--- src/rtl/fifo_pkg.sv ---
// fifo_pkg: shared defaults and helpers for the parametrised FIFO slice.
//   FIFO_DEF_DATA_W / FIFO_DEF_DEPTH : default geometry (8 x 16)
//   fifo_clog2()                      : ceil(log2(n)) usable in constant expressions
//   `FIFO_CNT_W(depth)                : width of an occupancy count able to hold 0..depth
`ifndef FIFO_PKG_SV
`define FIFO_PKG_SV

`define FIFO_CNT_W(depth) (fifo_clog2(depth) + 1)

package fifo_pkg;

   localparam int unsigned FIFO_DEF_DATA_W = 8;
   localparam int unsigned FIFO_DEF_DEPTH  = 16;

   function automatic int unsigned fifo_clog2(input int unsigned n);
      int unsigned r;
      r = 0;
      for (int unsigned v = 1; v < n; v = v << 1) r++;
      return r;
   endfunction

endpackage

`endif

--- src/rtl/fifo_mem_2p.sv ---
// fifo_mem_2p: DEPTH x DATA_W storage, one synchronous write port and one
// asynchronous read port. Contents are not reset.
//   clk   : write clock
//   we    : write enable
//   waddr : write address
//   wdata : write data
//   raddr : read address
//   rdata : read data (combinational from raddr)
module fifo_mem_2p #(
   parameter int unsigned DATA_W = 8,
   parameter int unsigned DEPTH  = 16,
   parameter int unsigned ADDR_W = 4
) (
   input  logic              clk,
   input  logic              we,
   input  logic [ADDR_W-1:0] waddr,
   input  logic [DATA_W-1:0] wdata,
   input  logic [ADDR_W-1:0] raddr,
   output logic [DATA_W-1:0] rdata
);

   logic [DATA_W-1:0] mem [DEPTH];

   always_ff @(posedge clk) begin
      if (we) mem[waddr] <= wdata;
   end

   assign rdata = mem[raddr];

endmodule

--- src/rtl/sync_fifo_param.sv ---
// sync_fifo_param: parametrised single-clock FIFO with count-based flags,
// programmable almost-full/almost-empty thresholds and one-cycle
// overflow/underflow pulses for rejected requests.
//   clk, reset_n (async, active low)
//   wr_en, data_in  : write request and data
//   rd_en, data_out : read request and data
//   full, empty, almost_full, almost_empty, count : occupancy status
//   overflow, underflow : registered one-cycle rejection pulses
// Build option: define FIFO_FWFT_EN for first-word-fall-through output
// (data_out shows the head combinationally, 0 when empty). Default is a
// registered data_out with one cycle read latency.
module sync_fifo_param
   import fifo_pkg::*;
#(
   parameter int unsigned DATA_W   = FIFO_DEF_DATA_W,
   parameter int unsigned DEPTH    = FIFO_DEF_DEPTH,
   parameter int unsigned AF_LEVEL = DEPTH - 2,
   parameter int unsigned AE_LEVEL = 2
) (
   input  logic                            clk,
   input  logic                            reset_n,
   input  logic                            wr_en,
   input  logic [DATA_W-1:0]               data_in,
   input  logic                            rd_en,
   output logic [DATA_W-1:0]               data_out,
   output logic                            full,
   output logic                            empty,
   output logic                            almost_full,
   output logic                            almost_empty,
   output logic [`FIFO_CNT_W(DEPTH)-1:0]   count,
   output logic                            overflow,
   output logic                            underflow
);

   localparam int unsigned ADDR_W = fifo_clog2(DEPTH);
   localparam logic [ADDR_W:0] DEPTH_L = DEPTH[ADDR_W:0];
   localparam logic [ADDR_W:0] AF_L    = AF_LEVEL[ADDR_W:0];
   localparam logic [ADDR_W:0] AE_L    = AE_LEVEL[ADDR_W:0];
   localparam logic [ADDR_W:0] ONE     = {{ADDR_W{1'b0}}, 1'b1};

   logic [ADDR_W:0]   wr_ptr_q, wr_ptr_d;
   logic [ADDR_W:0]   rd_ptr_q, rd_ptr_d;
   logic [ADDR_W:0]   count_q,  count_d;
   logic              overflow_q, underflow_q;
   logic              rd_acc, wr_acc;
   logic [DATA_W-1:0] rd_data;

   assign full         = (count_q == DEPTH_L);
   assign empty        = (count_q == '0);
   assign almost_full  = (count_q >= AF_L);
   assign almost_empty = (count_q <= AE_L);
   assign count        = count_q;
   assign overflow     = overflow_q;
   assign underflow    = underflow_q;

   // A full FIFO still accepts a write when a read frees the slot in the same cycle.
   assign rd_acc = rd_en & ~empty;
   assign wr_acc = wr_en & (~full | rd_acc);

   always_comb begin
      wr_ptr_d = wr_ptr_q;
      rd_ptr_d = rd_ptr_q;
      count_d  = count_q;
      if (wr_acc) wr_ptr_d = wr_ptr_q + ONE;
      if (rd_acc) rd_ptr_d = rd_ptr_q + ONE;
      case ({wr_acc, rd_acc})
         2'b10:   count_d = count_q + ONE;
         2'b01:   count_d = count_q - ONE;
         default: count_d = count_q;
      endcase
   end

   always_ff @(posedge clk or negedge reset_n) begin
      if (!reset_n) begin
         wr_ptr_q    <= '0;
         rd_ptr_q    <= '0;
         count_q     <= '0;
         overflow_q  <= 1'b0;
         underflow_q <= 1'b0;
      end else begin
         wr_ptr_q    <= wr_ptr_d;
         rd_ptr_q    <= rd_ptr_d;
         count_q     <= count_d;
         overflow_q  <= wr_en & ~wr_acc;
         underflow_q <= rd_en & ~rd_acc;
      end
   end

   fifo_mem_2p #(
      .DATA_W (DATA_W),
      .DEPTH  (DEPTH),
      .ADDR_W (ADDR_W)
   ) u_mem (
      .clk   (clk),
      .we    (wr_acc),
      .waddr (wr_ptr_q[ADDR_W-1:0]),
      .wdata (data_in),
      .raddr (rd_ptr_q[ADDR_W-1:0]),
      .rdata (rd_data)
   );

`ifdef FIFO_FWFT_EN
   assign data_out = empty ? '0 : rd_data;
`else
   logic [DATA_W-1:0] dout_q;

   // Read data is captured before the same-edge write, so read+write on a
   // full FIFO returns the old word even though both address the same slot.
   always_ff @(posedge clk or negedge reset_n) begin
      if (!reset_n)    dout_q <= '0;
      else if (rd_acc) dout_q <= rd_data;
   end

   assign data_out = dout_q;
`endif

endmodule
--- config.mk ---
export PLATFORM = sky130hd
export DESIGN_NAME = sync_fifo_param
export DESIGN_NICKNAME = d
export VERILOG_FILES = /design/src/rtl/fifo_pkg.sv /design/src/rtl/fifo_mem_2p.sv /design/src/rtl/sync_fifo_param.sv
export SDC_FILE = /design/constraint.sdc
export NUM_CORES = 1
export LEC_CHECK = 0
export BUFFER_PORTS_ARGS = -buffer_cell sky130_fd_sc_hd__buf_2
export CORE_UTILIZATION = 40
export DETAILED_ROUTE_END_ITERATION = 8
export PLACE_DENSITY_LB_ADDON = 0.12
export SETUP_SLACK_MARGIN = 0.15
export SYNTH_ARGS = -nofsm -noshare
export SYNTH_HDL_FRONTEND = slang
export SYNTH_SLANG_ARGS = --single-unit
--- constraint.sdc ---
create_clock -name clk -period 4.13 [get_ports clk]
set_input_delay 0.2065 -clock clk [delete_from_list [all_inputs] [get_ports clk]]
set_output_delay 0.2065 -clock clk [all_outputs]
set_load 0.005 [all_outputs]
## Word level (Yosys, flattened, before mapping)

Memory sizes are Yosys's and may differ from the RTL's. A register that Yosys moved wholly into a read port is not among the register bits.
Index checks and enable logic that the tools add are counted.

| cells by class | value |
|---|---|
| mux-type cells | 3 |
| $lt $le $gt $ge | 2 |
| equal/unequal tests | 3 |
| reduce and logical (&&, ||, !) cells | 3 |
| bitwise logic cells | 9 |
| $add $sub $neg | 4 |

Operator list:

| operator | number |
|---|---|
| adder 5 x 1 -> 5 bit (second input constant) | 3 |
| one-hot mux 5 bit (2 select lines) | 1 |
| == test 5 bit (second input constant) | 1 |
| greater-or-equal comparator 5 x 4 -> 1 bit (second input constant) | 1 |
| less-or-equal comparator 5 x 2 -> 1 bit (second input constant) | 1 |
| logical NOT 5 bit | 1 |
| subtractor 5 x 1 -> 5 bit (second input constant) | 1 |
| AND 1 bit | 4 |
| inverter 1 bit | 4 |
| == test 2 x 1 -> 1 bit (second input constant) | 1 |
| == test 2 bit (second input constant) | 1 |
| 2-to-1 mux 1 bit | 2 |
| nonzero test 2 bit | 1 |
| logical NOT 1 bit | 1 |
| bitwise OR 1 bit | 1 |

| storage, ports and cells | value |
|---|---|
| word-level logic and storage cells | 30 |
| input port bits | 12 |
| bits in writable memories | 128 |
| memories | 1 |
| output and inout port bits | 19 |
| register bits | 17 |

Memory list:

| memory | depth | bits a word | rd ports | clocked after memory_dff | write ports | RTL line | RTL |
|---|---|---|---|---|---|---|---|
| u_mem.mem | 16 | 8 | 1 | 1 | 1 | fifo_mem_2p.sv:22 | `logic [DATA_W-1:0] mem [DEPTH];` |

## Longest topological paths before layout

| depth | value |
|---|---|
| depth in word-level cells | 7 |
| depth in mapped cells | 13 |
| gate-level depth less buffers | 12 |

## Cells and area by module

From an unflattened synthesis, not the netlist that was laid out.

| second synthesis, totals | value |
|---|---|
| cell total of the unflattened synthesis | 352 |
| area total of the unflattened synthesis | 6254.7 um^2 |

Modules (own cells, without submodules):

| module | times used | sequential area each (um^2) | cells an instance | area an instance (um^2) |
|---|---|---|---|---|
| fifo_mem_2p | 1 | 3843.7 | 221 | 4987.3 |
| sync_fifo_param | 1 | 575.6 | 131 | 1267.5 |

## Least setup slack after synthesis

No wires, ideal clock.

| path | value |
|---|---|
| path type | register to register |
| start point | reg count_q[1] (netlist: count[1]) |
| end point | reg count_q[4] (netlist: count[4]) |
| data arrival time | 2626 ps |
| data required time | 4004 ps |
| clock period less this slack | 2752 ps |
| buffers on the path | 1 |
| stages on the path, launching flop included | 14 |
| setup slack | 1378 ps |
| cells stage by stage | dfrtp_1 -> nor4_2 -> nand2_1 -> o21a_1 -> buf_2 -> inv_1 -> ha_1 -> inv_1 -> fa_1 -> nor2b_1 -> o21ai_0 -> nand3_1 -> or3b_1 -> xnor2_1 |

| between the ends | value |
|---|---|
| cells in the longest elaborated chain, start to end | 7 |
| elaborated cells between the ends (all ways) | 13 |

RTL lines:

| what | RTL line | RTL |
|---|---|---|
| from (decl) | sync_fifo_param.sv:43 | `logic [ADDR_W:0] count_q, count_d;` |
| from (signal assigned) | sync_fifo_param.sv:83 | `count_q <= count_d;` |
| logical NOT 5 bit | sync_fifo_param.sv:49 | `assign empty = (count_q == '0);` |
| inverter 1 bit | sync_fifo_param.sv:57 | `assign rd_acc = rd_en & ~empty;` |
| AND 1 bit | sync_fifo_param.sv:57 |  |
| bitwise OR 1 bit | sync_fifo_param.sv:58 | `assign wr_acc = wr_en & (~full \| rd_acc);` |
| AND 1 bit | sync_fifo_param.sv:58 |  |
| == test 2 x 1 -> 1 bit / == test 2 bit (equally long branches) | sync_fifo_param.sv:66 | `case ({wr_acc, rd_acc})` |
| one-hot mux 5 bit (2 select lines) / nonzero test 2 bit (equally long branches) | - |  |

Several ways; a longest one is shown, not always the timed one.
A chain may end at the register's enable or synchronous reset.

## Worst setup path after layout

| path | value |
|---|---|
| start point | reg count_q[1] (netlist: count[1]) |
| end point | reg count_q[4] (netlist: count[4]) |

| between the ends | value |
|---|---|
| cells in the longest elaborated chain, start to end | 7 |
| elaborated cells between the ends (all ways) | 13 |

RTL lines:

| what | RTL line | RTL |
|---|---|---|
| logical NOT 5 bit (*) | sync_fifo_param.sv:49 |  |
| inverter 1 bit (*) | sync_fifo_param.sv:57 |  |
| AND 1 bit (*) | sync_fifo_param.sv:57 |  |
| via rd_acc | sync_fifo_param.sv:45 | `logic rd_acc, wr_acc;` |
| bitwise OR 1 bit | sync_fifo_param.sv:58 |  |
| AND 1 bit | sync_fifo_param.sv:58 |  |
| == test 2 x 1 -> 1 bit / == test 2 bit (equally long branches) | sync_fifo_param.sv:66 |  |
| one-hot mux 5 bit (2 select lines) / nonzero test 2 bit (equally long branches) | - |  |

The timed path passes the listed nets; every way through them passes the cells marked *.

==> out/summary.json <==
{
  "outcome": "complete, no violations",
  "timing.hold.worst_endpoint": "overflow",
  "vdd_ir_drop_max_mv": 0.288,
  "r2r_slack_ns": 1.12,
  "drt-total-wl_um": 11900,
  "port_buffers": 30,
  "synth-seq-area-share": 0.729,
  "fin_total_pwr_uw": 4800,
  "synth_largest_type_area_fraction": 0.634,
  "fp.dieH_um": 125,
  "estimated_wirelength_of_the_detail_placed_design_um": 7500,
  "cellLeakagePower_uw": 0.00242,
  "place_congestion": 0.771,
  "synth_edf_count": 128,
  "critical_path.slowest_cell": "sky130_fd_sc_hd__dfrtp_1",
  "post_cts_resize_count": 0,
  "setup_clock_skew_after_layout_ns": 0.00851,
  "netlist.top_cell.by_area": "sky130_fd_sc_hd__edfxtp_1",
  "flow.area_growth_from_synthesis_pct": 14.4,
  "final.period_utilization": 0.730,
  "routed_wire_length_per_instance_um": 21.7,
  "period_needed_ns": 3.01,
  "boundaryPins": 31,
  "synth.net_count": 337,
  "ys_warn_count": 0,
  "hold_path.class": "in2reg",
  "synthesis.area_per_instance_um2": 19.3,
  "drt_iter0_markers": 245,
  "diodes": 0,
  "share_of_async_settable_or_async_resettable_flops_after_synthesis": 0.152,
  "max-cap-violations": 0,
  "setup-violations-final": 0,
  "drive_above_1_share": 0.284,
  "path_common_cell": "sky130_fd_sc_hd__ha_1",
  "cts_max_path_bufs": 2,
  "path_cells": "nor4_2, and2b_4, nand2b_4, inv_2, ha_1, ha_1, nor2b_1, o21ai_0, a21oi_1, or3b_1, xnor2_1",
  "placement.setup.worst_slack_ns": 1.14,
  "wire_length_of_the_first_global_routing_pass_um": 18100,
  "setup_ws_ns": 1.12,
  "worstSetupStartpointType": "flop",
  "maximum_number_of_pins_on_one_net_before_global_route_repair": 30,
  "timing.critical_path.to_type": "flop",
  "postSynthCellCount": 315,
  "holdBufCountCts": 1,
  "critical_path_arrival_ns": 3.31,
  "route.detailed.vias_per_inst": 5.32,
  "numCtsBuffers": 17,
  "grt_setup_unrepaired": "no",
  "crit_buf_inv": 1,
  "worstSkewPairLatency_ns": 0.41,
  "fp.dieArea_um2": 15700,
  "max_slew_margin": 0.294,
  "die-width_um": 125,
  "grt_pass1_vias": 2964,
  "placement.cell_area_um2": 6390,
  "num-nets-final": 375,
  "r2r.worst_path.cells": 11,
  "cpLargestDelayFamily": "simple AND/OR/NAND/NOR gates",
  "synth_area_um2": 6070,
  "regToRegStartpoint": "count[1]",
  "crit_path_max_incr_delay_ns": 0.44,
  "core-area_um2": 14600,
  "main_area_contributors_after_synthesis": "sky130_fd_sc_hd__edfxtp_1 (63%), sky130_fd_sc_hd__mux4_2 (12%), sky130_fd_sc_hd__dfrtp_1 (9.5%), sky130_fd_sc_hd__mux2i_1 (2.6%), sky130_fd_sc_hd__ha_1 (1.9%)",
  "postCtsSetupBuffers": 0,
  "clkSinkCount": 151,
  "fin_tns_setup_ns": 0,
  "yosys.cell_types.count": 37,
  "final-hold-violation-count": 0,
  "highest_clock_rate_mhz": 332,
  "residual_drc_count": 0,
  "timing.critical_path.required_ns": 4.42,
  "grt_antenna_before_repair": 0,
  "layout.filler_cells": 1234,
  "placementRows": 44,
  "register_clock_pin_slew_on_the_reported_worst_setup_and_hold_paths_ns": 0.06,
  "dr.pass1.iters": 6,
  "tightest_slew_ns": 1.06,
  "cts_tree": "yes",
  "synth_flop_cell": "sky130_fd_sc_hd__edfxtp_1",
  "synth.ff_latch_count": 151,
  "critical_path.reg2reg.endpoint": "count[4]",
  "grt_use_total": 0.163,
  "routed-via-count": 2909,
  "critical_path_peak_fanout": 11,
  "maxSlewViolCount": 0,
  "crit_type": "reg2reg",
  "powerDensity_nw_per_um2": 692,
  "cell_area_after_layout_um2": 6940,
  "floorplan.initialDensity": 0.414,
  "cts.htree.levels": 4,
  "drtAntennaViolNets": 0,
  "hold_crit_depth": 2,
  "cts.root.buffer_cell": "sky130_fd_sc_hd__clkbuf_16",
  "total_global_routing_overflow": 0,
  "hold_path_startpoint": "rd_en"
}
==> registers in the layout (all words and copies together), names as in the netlist <==
name / flops
count: 5
u_mem.mem: 128
rd_ptr_q: 4
data_out: 8
underflow: 1
overflow: 1
wr_ptr_q: 4
==> Yosys cell counts (all sizes together), types with 2 or more instances <==
cell type / number
a2111oi: 2
a21oi: 2
buf: 13
clkbuf: 3
dfrtp: 23
edfxtp: 128
ha: 9
inv: 9
mux2i: 16
mux4: 32
nand2: 21
nand2b: 4
nand4: 2
nor2: 13
nor2b: 2
nor3: 4
o21ai: 4
o221ai: 7
xnor2: 8
xor2: 2
==> report_power, final <==
| group | internal (uW) | switching (uW) | total (uW) | leakage, uW |
|---|---|---|---|---|
| Combinational | 616 | 572 | 1190 | 0.000725 |
| Clock | 870 | 564 | 1430 | 0.000260 |
| Sequential | 1890 | 287 | 2180 | 0.00143 |
| Total | 3380 | 1420 | 4800 | 0.00242 |
==> area by class of cell <==
class	instances	area [um2]	area share
Clock buffer	18	429	0.0618
Tap cell	184	230	0.0332
Timing Repair Buffer	35	190	0.0274
Inverter	9	33.8	0.00487
Sequential cell	151	4420	0.637
Clock inverter	11	110	0.0159
Multi-Input combinational cell	139	1530	0.220
==> worst register-to-register path, stage by stage, from the launching register on <==
cell	delay (ns)
sky130_fd_sc_hd__dfrtp_1	0.44
sky130_fd_sc_hd__nor4_2	0.34
sky130_fd_sc_hd__and2b_4	0.21
sky130_fd_sc_hd__nand2b_4	0.21
sky130_fd_sc_hd__inv_2	0.11
sky130_fd_sc_hd__ha_1	0.28
sky130_fd_sc_hd__ha_1	0.34
sky130_fd_sc_hd__nor2b_1	0.14
sky130_fd_sc_hd__o21ai_0	0.23
sky130_fd_sc_hd__a21oi_1	0.10
sky130_fd_sc_hd__or3b_1	0.36
sky130_fd_sc_hd__xnor2_1	0.13
==> through the flow <==
step / utilization / hold slack [ns] / instances
4_1_cts: 0.474 / 0.0186 / 547
6_report: 0.474 / 0.0323 / 547
5_1_grt: 0.474 / 0.0238 / 547
2_1_floorplan: - / -0.0891 / 315
3_3_place_gp: 0.437 / 0.225 / 517
3_5_place_dp: 0.437 / 0.244 / 517
==> placed cells by master (no fill, tap or decap), drive strengths merged <==
cell,synthesis,routed
a311oi,1,1
nand2b,4,4
nor2b,2,2
a21o,1,1
edfxtp,128,128
nand3,1,1
ha,9,9
mux2i,16,16
clkinvlp,0,2
xor2,2,2
fa,1,1
dlygate4sd3,0,1
clkbuf,3,18
o21ai,4,4
or3b,1,1
nand2,21,21
and2,1,1
nor4,1,1
and2b,1,1
nor2,13,13
o21a,1,1
nand4,2,2
nor3b,1,1
clkinv,0,6
dfrtp,23,23
xnor2,8,8
a31o,1,1
buf,13,34
a21oi,2,2
nor3,4,4
inv,9,10
mux4,32,32
a2111oi,2,2
bufinv,0,2
o221ai,7,7
==> layer usage <==
layer / track usage / wire length (um) / vias up
li1: - / - / 1313
met1: 0.221 / 5380 / 1503
met2: 0.253 / 5660 / 80
met3: 0.0424 / 640 / 13
met4: 0.0646 / 204 / 0
met5: 0 / 0 / -
==> worst max path at each step <==
stage          startpoint       end  cells after the start
6_report         count[1]  count[4]                     11
5_1_grt          count[1]  count[4]                     12
4_1_cts          count[1]  count[4]                     11
3_5_place_dp     count[1]  count[4]                     12
3_3_place_gp     count[1]  count[4]                     11
2_1_floorplan    count[1]  count[4]                     13
==> logic make-up (layout without fill, tap and decap cells) <==
kind of cell | after synthesis | after routing | share of synthesized area
adder cells (fa/ha/maj) | 10 | 10 | 0.0219
XOR/XNOR | 10 | 10 | 0.0144
AND/OR/NAND/NOR | 52 | 52 | 0.0425
buffers and inverters | 25 | 73 | 0.0221
multiplexers | 48 | 48 | 0.145
AO/OA/AOI/OAI | 19 | 19 | 0.0254
flip-flops | 151 | 151 | 0.729
No activity file was read; power rests on OpenSTA's default activity.
